<file path="src/rtl/aq_djpeg_pkg.sv">
// Shared definitions for the IDCT transpose buffer: bank states and block geometry.
package aq_djpeg_pkg;

  typedef enum logic [1:0] {
    BANK_EMPTY   = 2'd0,
    BANK_FILLING = 2'd1,
    BANK_FULL    = 2'd2,
    BANK_READING = 2'd3
  } bankStateT;

  localparam int unsigned BLOCK_LAST_ADDR = 31;
  localparam int unsigned LAST_PAGE       = 7;
  localparam int unsigned LAST_COUNT      = 3;
  localparam int unsigned BLOCK_CELLS     = 64;

endpackage

</file>
<file path="src/rtl/aq_djpeg_idct_xpose_if.sv">
// Row-pass write port, column-pass read port and status flags of the transpose buffer.
interface aq_djpeg_idct_xpose_if #(
  parameter int unsigned IN_W  = 32,
  parameter int unsigned OUT_W = 16
);
  logic              DataInit;
  logic              DataInEnable;
  logic [2:0]        DataInPage;
  logic [1:0]        DataInCount;
  logic [IN_W-1:0]   DataInA;
  logic [IN_W-1:0]   DataInB;
  logic              DataInIdle;
  logic              DataOutEnable;
  logic              DataOutRead;
  logic [4:0]        DataOutAddress;
  logic [OUT_W-1:0]  DataOutA;
  logic [OUT_W-1:0]  DataOutB;
  logic              Overflow;
  logic              SatFlag;

  modport master (
    output DataInit, DataInEnable, DataInPage, DataInCount, DataInA, DataInB,
    output DataOutRead, DataOutAddress,
    input  DataInIdle, DataOutEnable, DataOutA, DataOutB, Overflow, SatFlag
  );

  modport slave (
    input  DataInit, DataInEnable, DataInPage, DataInCount, DataInA, DataInB,
    input  DataOutRead, DataOutAddress,
    output DataInIdle, DataOutEnable, DataOutA, DataOutB, Overflow, SatFlag
  );
endinterface

</file>
<file path="src/rtl/aq_djpeg_idct_rndsat.sv">
// Combinational fixed-point scaling: optional round-half-up, arithmetic shift, optional clamp.
module aq_djpeg_idct_rndsat #(
  parameter int unsigned IN_W  = 32,
  parameter int unsigned LSB   = 11,
  parameter int unsigned OUT_W = 16,
  parameter int unsigned ROUND = 1,
  parameter int unsigned SAT   = 1
) (
  input  logic [IN_W-1:0]  dataIn,
  output logic [OUT_W-1:0] dataOut,
  output logic             sat
);
  localparam int unsigned EXT_W = IN_W + 1;
  localparam logic signed [EXT_W-1:0] RND  = (ROUND != 0) ? (EXT_W'(1) <<< (LSB - 1)) : '0;
  localparam logic signed [EXT_W-1:0] MAXV = EXT_W'({(OUT_W-1){1'b1}});
  localparam logic signed [EXT_W-1:0] MINV = ~MAXV;

  logic signed [EXT_W-1:0] ext;
  logic signed [EXT_W-1:0] sum;
  logic signed [EXT_W-1:0] shifted;

  // One extra bit keeps the rounding add from overflowing at the top of the range.
  always_comb begin
    ext     = {dataIn[IN_W-1], dataIn};
    sum     = ext + RND;
    shifted = sum >>> LSB;
    sat     = 1'b0;
    dataOut = shifted[OUT_W-1:0];
    if (SAT != 0) begin
      if (shifted > MAXV) begin
        dataOut = MAXV[OUT_W-1:0];
        sat     = 1'b1;
      end else if (shifted < MINV) begin
        dataOut = MINV[OUT_W-1:0];
        sat     = 1'b1;
      end
    end
  end
endmodule

</file>
<file path="src/rtl/aq_djpeg_idct_xpose.sv">
// Multi-bank 8x8 transpose buffer between IDCT row and column passes.
module aq_djpeg_idct_xpose
  import aq_djpeg_pkg::*;
#(
  parameter int unsigned IN_W      = 32,
  parameter int unsigned LSB       = 11,
  parameter int unsigned OUT_W     = 16,
  parameter int unsigned ROUND     = 1,
  parameter int unsigned SAT       = 1,
  parameter int unsigned NUM_BANKS = 2
) (
  input logic clk,
  input logic rst,
  aq_djpeg_idct_xpose_if.slave bus
);
  localparam int unsigned BANK_W = (NUM_BANKS > 2) ? 2 : 1;

  typedef logic [BANK_W-1:0] bankIdxT;

  function automatic bankIdxT nextBank(input bankIdxT p);
    return (32'(p) == NUM_BANKS - 1) ? '0 : BANK_W'(p + 1'b1);
  endfunction

  bankStateT         bankState    [NUM_BANKS];
  bankStateT         bankStateNxt [NUM_BANKS];
  bankIdxT           wp, wpNxt, rp, rpNxt;
  logic              writable, readable, wrOk, rdOk, wrLast, rdLast;
  logic [OUT_W-1:0]  sA, sB;
  logic              satA, satB;
  logic [OUT_W-1:0]  mem [NUM_BANKS][BLOCK_CELLS];

  aq_djpeg_idct_rndsat #(.IN_W(IN_W), .LSB(LSB), .OUT_W(OUT_W), .ROUND(ROUND), .SAT(SAT))
    u_rsA (.dataIn(bus.DataInA), .dataOut(sA), .sat(satA));

  aq_djpeg_idct_rndsat #(.IN_W(IN_W), .LSB(LSB), .OUT_W(OUT_W), .ROUND(ROUND), .SAT(SAT))
    u_rsB (.dataIn(bus.DataInB), .dataOut(sB), .sat(satB));

  // Bank state and pointer registers
  always_ff @(posedge clk or posedge rst) begin
    if (rst) begin
      for (int i = 0; i < NUM_BANKS; i++) bankState[i] <= BANK_EMPTY;
      wp <= '0;
      rp <= '0;
    end else if (bus.DataInit) begin
      for (int i = 0; i < NUM_BANKS; i++) bankState[i] <= BANK_EMPTY;
      wp <= '0;
      rp <= '0;
    end else begin
      for (int i = 0; i < NUM_BANKS; i++) bankState[i] <= bankStateNxt[i];
      wp <= wpNxt;
      rp <= rpNxt;
    end
  end

  // Next state: wp and rp never address the same bank when both a write and a read are legal.
  always_comb begin
    for (int i = 0; i < NUM_BANKS; i++) bankStateNxt[i] = bankState[i];
    wpNxt = wp;
    rpNxt = rp;
    if (wrOk) begin
      bankStateNxt[wp] = wrLast ? BANK_FULL : BANK_FILLING;
      if (wrLast) wpNxt = nextBank(wp);
    end
    if (rdOk) begin
      bankStateNxt[rp] = rdLast ? BANK_EMPTY : BANK_READING;
      if (rdLast) rpNxt = nextBank(rp);
    end
  end

  // Handshake decode from the current state
  always_comb begin
    writable          = (bankState[wp] == BANK_EMPTY) || (bankState[wp] == BANK_FILLING);
    readable          = (bankState[rp] == BANK_FULL)  || (bankState[rp] == BANK_READING);
    wrOk              = bus.DataInEnable && writable;
    rdOk              = bus.DataOutRead && readable;
    wrLast            = (bus.DataInPage == 3'(LAST_PAGE)) && (bus.DataInCount == 2'(LAST_COUNT));
    rdLast            = bus.DataOutAddress == 5'(BLOCK_LAST_ADDR);
    bus.DataInIdle    = writable;
    bus.DataOutEnable = readable;
  end

  // Cell index is row*8+col; B lands in column 7-Count, i.e. {1, ~Count}.
  always_ff @(posedge clk) begin
    if (wrOk) begin
      mem[wp][{bus.DataInPage, 1'b0, bus.DataInCount}]  <= sA;
      mem[wp][{bus.DataInPage, 1'b1, ~bus.DataInCount}] <= sB;
    end
  end

  // Transposed read data and sticky flags
  always_ff @(posedge clk or posedge rst) begin
    if (rst) begin
      bus.DataOutA <= '0;
      bus.DataOutB <= '0;
      bus.Overflow <= 1'b0;
      bus.SatFlag  <= 1'b0;
    end else if (bus.DataInit) begin
      bus.DataOutA <= '0;
      bus.DataOutB <= '0;
      bus.Overflow <= 1'b0;
      bus.SatFlag  <= 1'b0;
    end else begin
      if (bus.DataInEnable && !writable) bus.Overflow <= 1'b1;
      if (wrOk && (satA || satB))        bus.SatFlag  <= 1'b1;
      if (rdOk) begin
        bus.DataOutA <= mem[rp][{1'b0, bus.DataOutAddress[1:0], bus.DataOutAddress[4:2]}];
        bus.DataOutB <= mem[rp][{1'b1, bus.DataOutAddress[1:0], bus.DataOutAddress[4:2]}];
      end
    end
  end
endmodule

</file>
<file path="src/flat_wrapper.sv">
// flat-port wrapper written by rule: the top's interface ports become plain ports
module aq_djpeg_idct_xpose_flat import aq_djpeg_pkg::*;
#(
  parameter int unsigned IN_W      = 32,
  parameter int unsigned LSB       = 11,
  parameter int unsigned OUT_W     = 16,
  parameter int unsigned ROUND     = 1,
  parameter int unsigned SAT       = 1,
  parameter int unsigned NUM_BANKS = 2
)
  (clk, rst, bus_DataInit, bus_DataInEnable, bus_DataInPage, bus_DataInCount, bus_DataInA, bus_DataInB, bus_DataOutRead, bus_DataOutAddress, bus_DataInIdle, bus_DataOutEnable, bus_DataOutA, bus_DataOutB, bus_Overflow, bus_SatFlag);
  aq_djpeg_idct_xpose_if #(.IN_W(IN_W), .OUT_W(OUT_W)) bus_i ();
  input logic clk;
  input logic rst;
  input wire logic [$bits(bus_i.DataInit)-1:0] bus_DataInit;
  input wire logic [$bits(bus_i.DataInEnable)-1:0] bus_DataInEnable;
  input wire logic [$bits(bus_i.DataInPage)-1:0] bus_DataInPage;
  input wire logic [$bits(bus_i.DataInCount)-1:0] bus_DataInCount;
  input wire logic [$bits(bus_i.DataInA)-1:0] bus_DataInA;
  input wire logic [$bits(bus_i.DataInB)-1:0] bus_DataInB;
  input wire logic [$bits(bus_i.DataOutRead)-1:0] bus_DataOutRead;
  input wire logic [$bits(bus_i.DataOutAddress)-1:0] bus_DataOutAddress;
  output wire logic [$bits(bus_i.DataInIdle)-1:0] bus_DataInIdle;
  output wire logic [$bits(bus_i.DataOutEnable)-1:0] bus_DataOutEnable;
  output wire logic [$bits(bus_i.DataOutA)-1:0] bus_DataOutA;
  output wire logic [$bits(bus_i.DataOutB)-1:0] bus_DataOutB;
  output wire logic [$bits(bus_i.Overflow)-1:0] bus_Overflow;
  output wire logic [$bits(bus_i.SatFlag)-1:0] bus_SatFlag;
  assign bus_i.DataInit = bus_DataInit;
  assign bus_i.DataInEnable = bus_DataInEnable;
  assign bus_i.DataInPage = bus_DataInPage;
  assign bus_i.DataInCount = bus_DataInCount;
  assign bus_i.DataInA = bus_DataInA;
  assign bus_i.DataInB = bus_DataInB;
  assign bus_i.DataOutRead = bus_DataOutRead;
  assign bus_i.DataOutAddress = bus_DataOutAddress;
  assign bus_DataInIdle = bus_i.DataInIdle;
  assign bus_DataOutEnable = bus_i.DataOutEnable;
  assign bus_DataOutA = bus_i.DataOutA;
  assign bus_DataOutB = bus_i.DataOutB;
  assign bus_Overflow = bus_i.Overflow;
  assign bus_SatFlag = bus_i.SatFlag;
  aq_djpeg_idct_xpose #(.IN_W(IN_W), .LSB(LSB), .OUT_W(OUT_W), .ROUND(ROUND), .SAT(SAT), .NUM_BANKS(NUM_BANKS)) u_core (.clk(clk), .rst(rst), .bus(bus_i));
endmodule
</file>
<file path="config.mk">
export PLATFORM = sky130hd
export DESIGN_NAME = aq_djpeg_idct_xpose_flat
export DESIGN_NICKNAME = d
export VERILOG_FILES = /design/src/rtl/aq_djpeg_pkg.sv /design/src/rtl/aq_djpeg_idct_xpose_if.sv /design/src/rtl/aq_djpeg_idct_rndsat.sv /design/src/rtl/aq_djpeg_idct_xpose.sv /design/src/flat_wrapper.sv
export SDC_FILE = /design/constraint.sdc
export NUM_CORES = 2
export LEC_CHECK = 0
export ABC_CLOCK_PERIOD_IN_PS = 4290
export BUFFER_PORTS_ARGS = -buffer_cell sky130_fd_sc_hd__buf_4
export CAP_MARGIN = 0
export CORE_UTILIZATION = 35
export DETAILED_ROUTE_END_ITERATION = 6
export SKIP_CTS_REPAIR_TIMING = 1
export SYNTH_ARGS = -nofsm -noshare
export SYNTH_HDL_FRONTEND = slang
export SYNTH_SLANG_ARGS = --single-unit
</file>
<file path="constraint.sdc">
create_clock -name clk -period 4.29 [get_ports clk]
set_input_delay 0.858 -clock clk [delete_from_list [all_inputs] [get_ports clk]]
set_output_delay 0.858 -clock clk [all_outputs]
set_load 0.03 [all_outputs]
</file>
# ---- Word-level counts from Yosys, hierarchy flattened
# Memory sizes are Yosys's and may differ from the RTL's.
# Cells that the tools add are included.
dict set report totals {
  word_cells 2164
  ramBits 2048
  output_inout_bits 36
  n_memories 1
  ff_bits 40
  in_bits 79
}
dict set report op_classes {
  addsub 4
  order_cmp 14
  muxes 1078
  n_eq_ne 6
  n_reduce_logical 22
  bitwise_logic 1031
}
# memory words width read_ports rd_clocked_by_memory_dff write_ports line_no
set mem_list {}
lappend mem_list {u_core.mem 2 1024 1 0 1 aq_djpeg_idct_xpose.sv:30} ;# logic [OUT_W-1:0] mem [NUM_BANKS][BLOCK_CELLS];
# operator n
set ops {}
lappend ops {{1024-bit two-way mux} 2}
lappend ops {{1-bit two-way mux} 1041}
lappend ops {{1-bit OR} 1024}
lappend ops {{16-bit two-way mux} 14}
lappend ops {{16-bit binary-select mux with 6-bit select} 2}
lappend ops {{16-bit demux with 6-bit select} 2}
lappend ops {{32-bit by 12-bit adder with 33-bit output, second input constant} 2}
lappend ops {{22-bit by 16-bit greater-than comparator with 1-bit output, second input constant} 2}
lappend ops {{22-bit by 16-bit less-than comparator with 1-bit output, second input constant} 2}
lappend ops {{7-bit >= comparator, second input constant} 4}
lappend ops {{6-bit NOT with 7-bit output} 3}
lappend ops {{2-bit two-way mux} 10}
lappend ops {{7-bit by 1-bit less-than comparator with 1-bit output, second input constant} 2}
lappend ops {{4-bit two-way mux} 3}
lappend ops {{2-bit nonzero test} 6}
lappend ops {{1-bit logical AND} 9}
lappend ops {{4-bit bitwise mux} 2}
lappend ops {{5-bit NOT with 7-bit output} 1}
lappend ops {{2-bit equality test, second input constant} 3}
lappend ops {{5-bit equality test, second input constant} 1}
lappend ops {{2-bit demux with 1-bit select} 2}
lappend ops {{2-bit >= comparator, second input constant} 2}
lappend ops {{2-bit by 1-bit less-than comparator with 1-bit output, second input constant} 2}
lappend ops {{1-bit NOT with 2-bit output} 2}
lappend ops {{other kinds (8)} 12}

# ---- Depth between registers and ports, before layout
dict set report depth {
  depth_word 11
  ltp_mapped 12
  depth_no_buf 8
}

# ---- Cells and area by module
# Synthesis repeated with hierarchy kept, for this count alone.
dict set report hier_totals {
  cells_unflattened 4368
  hier_area_um2 88183.3
}
# mod area_each_um2 cells_each instances
set by_module_without_submodules {}
lappend by_module_without_submodules {aq_djpeg_idct_xpose 86429.1 4106 1}
lappend by_module_without_submodules {aq_djpeg_idct_rndsat 877.1 131 2}

# ---- Least setup slack after synthesis
# Ideal clock, no wire load.
dict set report synth_timing {
  path_kind {register to register}
  start {register u_core.wp}
  end {memory u_core.mem[0][928] in the netlist's numbering, enable pin}
  path_buffers 1
  stages_incl_launch_ff 7
  arrival_ns 4.335
  slack_ns -0.506
  cell_sequence {dfrtp_1 mux2i_1 nand2_1 or2_2 or3_1 clkbuf_1 nor3_1}
}
dict set report synth_between {
  elab_chain_cells 10
  word_cells_on_any_way 12
  cone_classes {1 x eq/ne; 6 x mux; 2 x bitwise; 3 x reduce/logical}
}
# item line_no
set synth_lines {}
lappend synth_lines {{start, declared} aq_djpeg_idct_xpose.sv:26} ;# bankIdxT wp, wpNxt, rp, rpNxt;
lappend synth_lines {{start signal, assigned} aq_djpeg_idct_xpose.sv:50} ;# wp <= wpNxt;
lappend synth_lines {{1-bit NOT with 2-bit output (not written as such) (*)} aq_djpeg_idct_xpose.sv:72} ;# writable = (bankState[wp] == BANK_EMPTY) || (bankState[wp] == BANK_FILLING);
lappend synth_lines {{2-bit two-way mux (not written as such) (*) (3 in a row)} aq_djpeg_idct_xpose.sv:72}
lappend synth_lines {{2-bit by 1-bit equality test with 1-bit output / 2-bit zero test (equally long branches)} aq_djpeg_idct_xpose.sv:72}
lappend synth_lines {{1-bit logical OR (*)} aq_djpeg_idct_xpose.sv:72}
lappend synth_lines {{via bus_DataInIdle} flat_wrapper.sv:23} ;# output wire logic [$bits(bus_i.DataInIdle)-1:0] bus_DataInIdle;
lappend synth_lines {{1-bit logical AND (*)} aq_djpeg_idct_xpose.sv:74} ;# wrOk = bus.DataInEnable && writable;
lappend synth_lines {{1-bit two-way mux (*)} aq_djpeg_idct_xpose.sv:84} ;# if (wrOk) begin
lappend synth_lines {{1024-bit two-way mux (on tied branches)} {aq_djpeg_idct_xpose.sv:85, aq_djpeg_idct_xpose.sv:86}}
lappend synth_lines {{1-bit OR (no line) (*)} -}
lappend synth_lines {{end, declared} aq_djpeg_idct_xpose.sv:30}
# Mark *: on every way through the listed nets, which the timed path passes. The rest lies on a longest branch. The select of a mux whose other input is x is not followed.

# ---- Worst setup path after layout
dict set report layout_timing {
  start {register u_core.rp}
  end {output bus_DataOutEnable}
}
dict set report layout_between {
  elab_chain_cells 6
  word_cells_on_any_way 7
  cone_classes {2 x eq/ne; 3 x mux; 1 x bitwise; 1 x reduce/logical}
}
# item line_no
set layout_lines {}
lappend layout_lines {{start, declared} aq_djpeg_idct_xpose.sv:26}
lappend layout_lines {{start signal, assigned} aq_djpeg_idct_xpose.sv:51} ;# rp <= rpNxt;
lappend layout_lines {{1-bit NOT with 2-bit output (not written as such) (*)} aq_djpeg_idct_xpose.sv:73} ;# readable = (bankState[rp] == BANK_FULL) || (bankState[rp] == BANK_READING);
lappend layout_lines {{2-bit two-way mux (not written as such) (*) (3 in a row)} aq_djpeg_idct_xpose.sv:73}
lappend layout_lines {{2-bit equality test} aq_djpeg_idct_xpose.sv:73}
lappend layout_lines {{1-bit logical OR (*)} aq_djpeg_idct_xpose.sv:73}
lappend layout_lines {{end, declared} flat_wrapper.sv:24} ;# output wire logic [$bits(bus_i.DataOutEnable)-1:0] bus_DataOutEnable;
# Mark *: on every way between the ends. The rest lies on a longest branch, timed or not. The select of a mux whose other input is x is not followed.

==> reports/qor.yml <==
global_route:
  grt_max_degree: 73
  grt_pass1_wl_um: 338000
  first_global_vias: 45000
  antenna_found_initial: 16
  overflow: 0
  track_usage: 0.192
power:
  p_leak_nw: 30.1
  p_per_area_nw_per_um2: 432
  p_total_mw: 43.3
  peakVddDrop_mv: 0.341
critical_path:
  required_ns: 3.43
  crit_family: "flip-flops"
  cp.buffers_inverters: 2
  worst_path_max_delay_cell: "dfrtp_4"
  crit_chain: "buf_12 -> mux2_2 -> buf_4"
  critical_path.max_fanout: 59
  max_stage_delay_ns: 0.77
  crit_type: "flip-flop to output pin"
  cp-end-kind: "output pin"
  crit_path_start_kind: "flip-flop"
  critPathArrivalTime_ns: 2.71
route:
  wl_um: 240000
  drcViolationCount: 0
  vias: 43800
  antenna_left: 0
  dr.pass1.iters: 6
  via_per_inst: 5.69
  wl_per_cell_um: 31.2
  drtIter0Drc: 5149
sta:
  rsz0062_at_grt: "no"
  hold_viol: 0
  timing.final.crit_share: 0.832
  final-setup-viol-count: 0
  holdWs_ns: 0.174
  setup_tns_ns: 0
  final_max_slew_viol_count: 0
  fmax_mhz: 280
  tightestPinTransition_ns: 1.13
  period_needed_ns: 3.57
  fin_skew_ns: 0.0262
  relSlewSlack: 0.245
finish:
  layout-drive-gt1-share: 0.326
  final_util: 0.411
  syn_to_final_growth_pct: 16.4
  fin_nets: 4378
  fin_area_um2: 100000
die:
  start_util: 0.353
  die_h_um: 498
  num_rows: 181
  die_width_um: 498
  die_area_um2: 248000
  core-area_um2: 244000
  pin_count: 115
synth:
  synth_edf_count: 2048
  synth.net_count: 4137
  ys.flop_type: "edfxtp_1"
  synthCells: 4056
  yosys_warnings: 0
  synth_area_per_cell_um2: 21.2
  ys_ff_latch: 2086
  seq_area_frac_synth: 0.725
  ys_types: 53
  synthesis.area_um2: 86100
  async_flop_share: 0.0182
place:
  dpl.hpwl_um: 143000
  dpl_cell_area_um2: 93500
  io_buffers: 94
  routabilityCongestion: 0.837
clock_tree:
  clock_latency_ns: 0.85
  cts.path.max_buffers: 3
  clkTransAtPathRegs_ns: 0.06
  cts-buffers-inserted: 210
  cts_sinks: 2086
  cts_tree: "built"
  h-tree-depth: 4
  cts-root-buf: "clkbuf_16"
status:
  status: "complete, no violations"
hold_path:
  hold_class: "input pin to asynchronous set/reset pin"
job:
  timing.max_cap.violations: 0
-- state kept, by name, summed over array words and instances (netlist names) --
signal,flops
u_core.rp,1
u_core.bus.Overflow,1
u_core.bus.DataOutB,16
u_core.bus.DataOutA,16
u_core.wp,1
u_core.bus.SatFlag,1
u_core.mem,2048
u_core.bankState,2
-- report_power, final --
| group | switching [mW] | leakage [nW] | internal (mW) | total, mW |
|---|---|---|---|---|
| logic | 1.68 | 7.78 | 0.822 | 2.50 |
| clock network | 7.81 | 3.35 | 10.3 | 18.2 |
| registers | 0.0237 | 19.0 | 22.6 | 22.6 |
| total | 9.51 | 30.1 | 33.8 | 43.3 |
-- through the flow --
| step | cells | setup slack, ns |
|---|---|---|
| 2_1_floorplan | 4056 | -0.506 |
| 3_3_place_gp | 7287 | 0.249 |
| 3_5_place_dp | 7287 | 0.191 |
| 4_1_cts | 7676 | 0.595 |
| 5_1_grt | 7681 | 0.587 |
| 6_report | 7686 | 0.722 |
-- final cells by class --
class	instances	area (um2)
Antenna cell	10	25.0
Fill cell	21000	144000
Timing Repair Buffer	351	3600
Clock inverter	126	1210
Sequential cell	2086	62500
Inverter	24	97.6
Clock buffer	263	5610
Multi-Input combinational cell	1624	23300
Tap cell	3202	4010
-- layer usage --
metal  track usage  wire (um)
met5             0          0
met2         0.304     114000
met4        0.0658       7770
met3        0.0310      18300
met1         0.269     100000
-- kinds of logic after synthesis --
kind of cell / synth area share
fa+ha+maj: 0.000290
compound gates: 0.0133
buf+inv: 0.0157
simple gates: 0.0144
xor+xnor: 0.00315
mux: 0.228
flops: 0.725
-- path summary, 6_finish.rpt --
kind	startpoint	end	slack (ns)	depth (start not counted)
setup / recovery	u_core.rp$_DFFE_PP0P_	bus_DataOutEnable	0.72	3
hold / removal	rst	u_core.bus.DataOutA[6]$_DFFE_PP0P_	0.17	2
setup reg to reg	u_core.wp$_DFFE_PP0P_	u_core.mem[0][857]$_DFFE_PP_	0.93	5
hold reg to reg	u_core.bus.DataOutA[8]$_DFFE_PP0P_	u_core.bus.DataOutA[8]$_DFFE_PP0P_	0.50	2
max in group asynchronous	rst	u_core.bus.DataOutB[13]$_DFFE_PP0P_	3.26	3
min in group clk	bus_DataInEnable	u_core.bus.Overflow$_DFFE_PP0P_	0.30	3
-- cell usage after synthesis (2+ instances only) --
library cell	instances	area, um2
a2bb2oi_1	15	131
or3_1	8	50.1
nor2b_1	2	12.5
nor2_1	53	199
dfrtp_1	38	951
a21oi_1	44	220
mux2i_1	533	5340
a211oi_1	3	22.5
mux4_2	635	14300
clkbuf_1	223	837
nand4b_1	2	17.5
and2_1	16	100
and3_1	25	156
nand2_1	41	154
o21ai_1	10	50.1
nor3_1	42	210
inv_1	15	56.3
and4_1	3	26.3
o221ai_1	2	17.5
edfxtp_1	2048	61500
nor4_1	3	18.8
buf_2	44	220
or2_2	6	37.5
nor2_2	4	25.0
xor2_1	16	140
o31a_1	3	26.3
o31ai_1	2	15.0
inv_2	9	33.8
nand4_1	13	81.3
buf_1	55	206
a22o_1	30	263
nand3_1	16	80.1
a31oi_1	3	18.8
nand2b_1	7	43.8
o21ai_0	53	265
mux2_2	2	22.5
ha_1	2	25.0
xnor2_1	15	131
-- cell usage in the layout (no fill, tap or decap), types with 39 or more instances in the layout --
| cell | n |
|---|---|
| mux4_2 | 635 |
| clkbuf_16 | 211 |
| nand2_1 | 40 |
| buf_4 | 273 |
| o21ai_0 | 53 |
| clkbuf_1 | 39 |
| buf_12 | 76 |
| clkinv_1 | 44 |
| edfxtp_1 | 2048 |
| a21oi_1 | 39 |
| mux2i_1 | 533 |
| clkinv_2 | 44 |
Power figures use the tool's default switching activity.
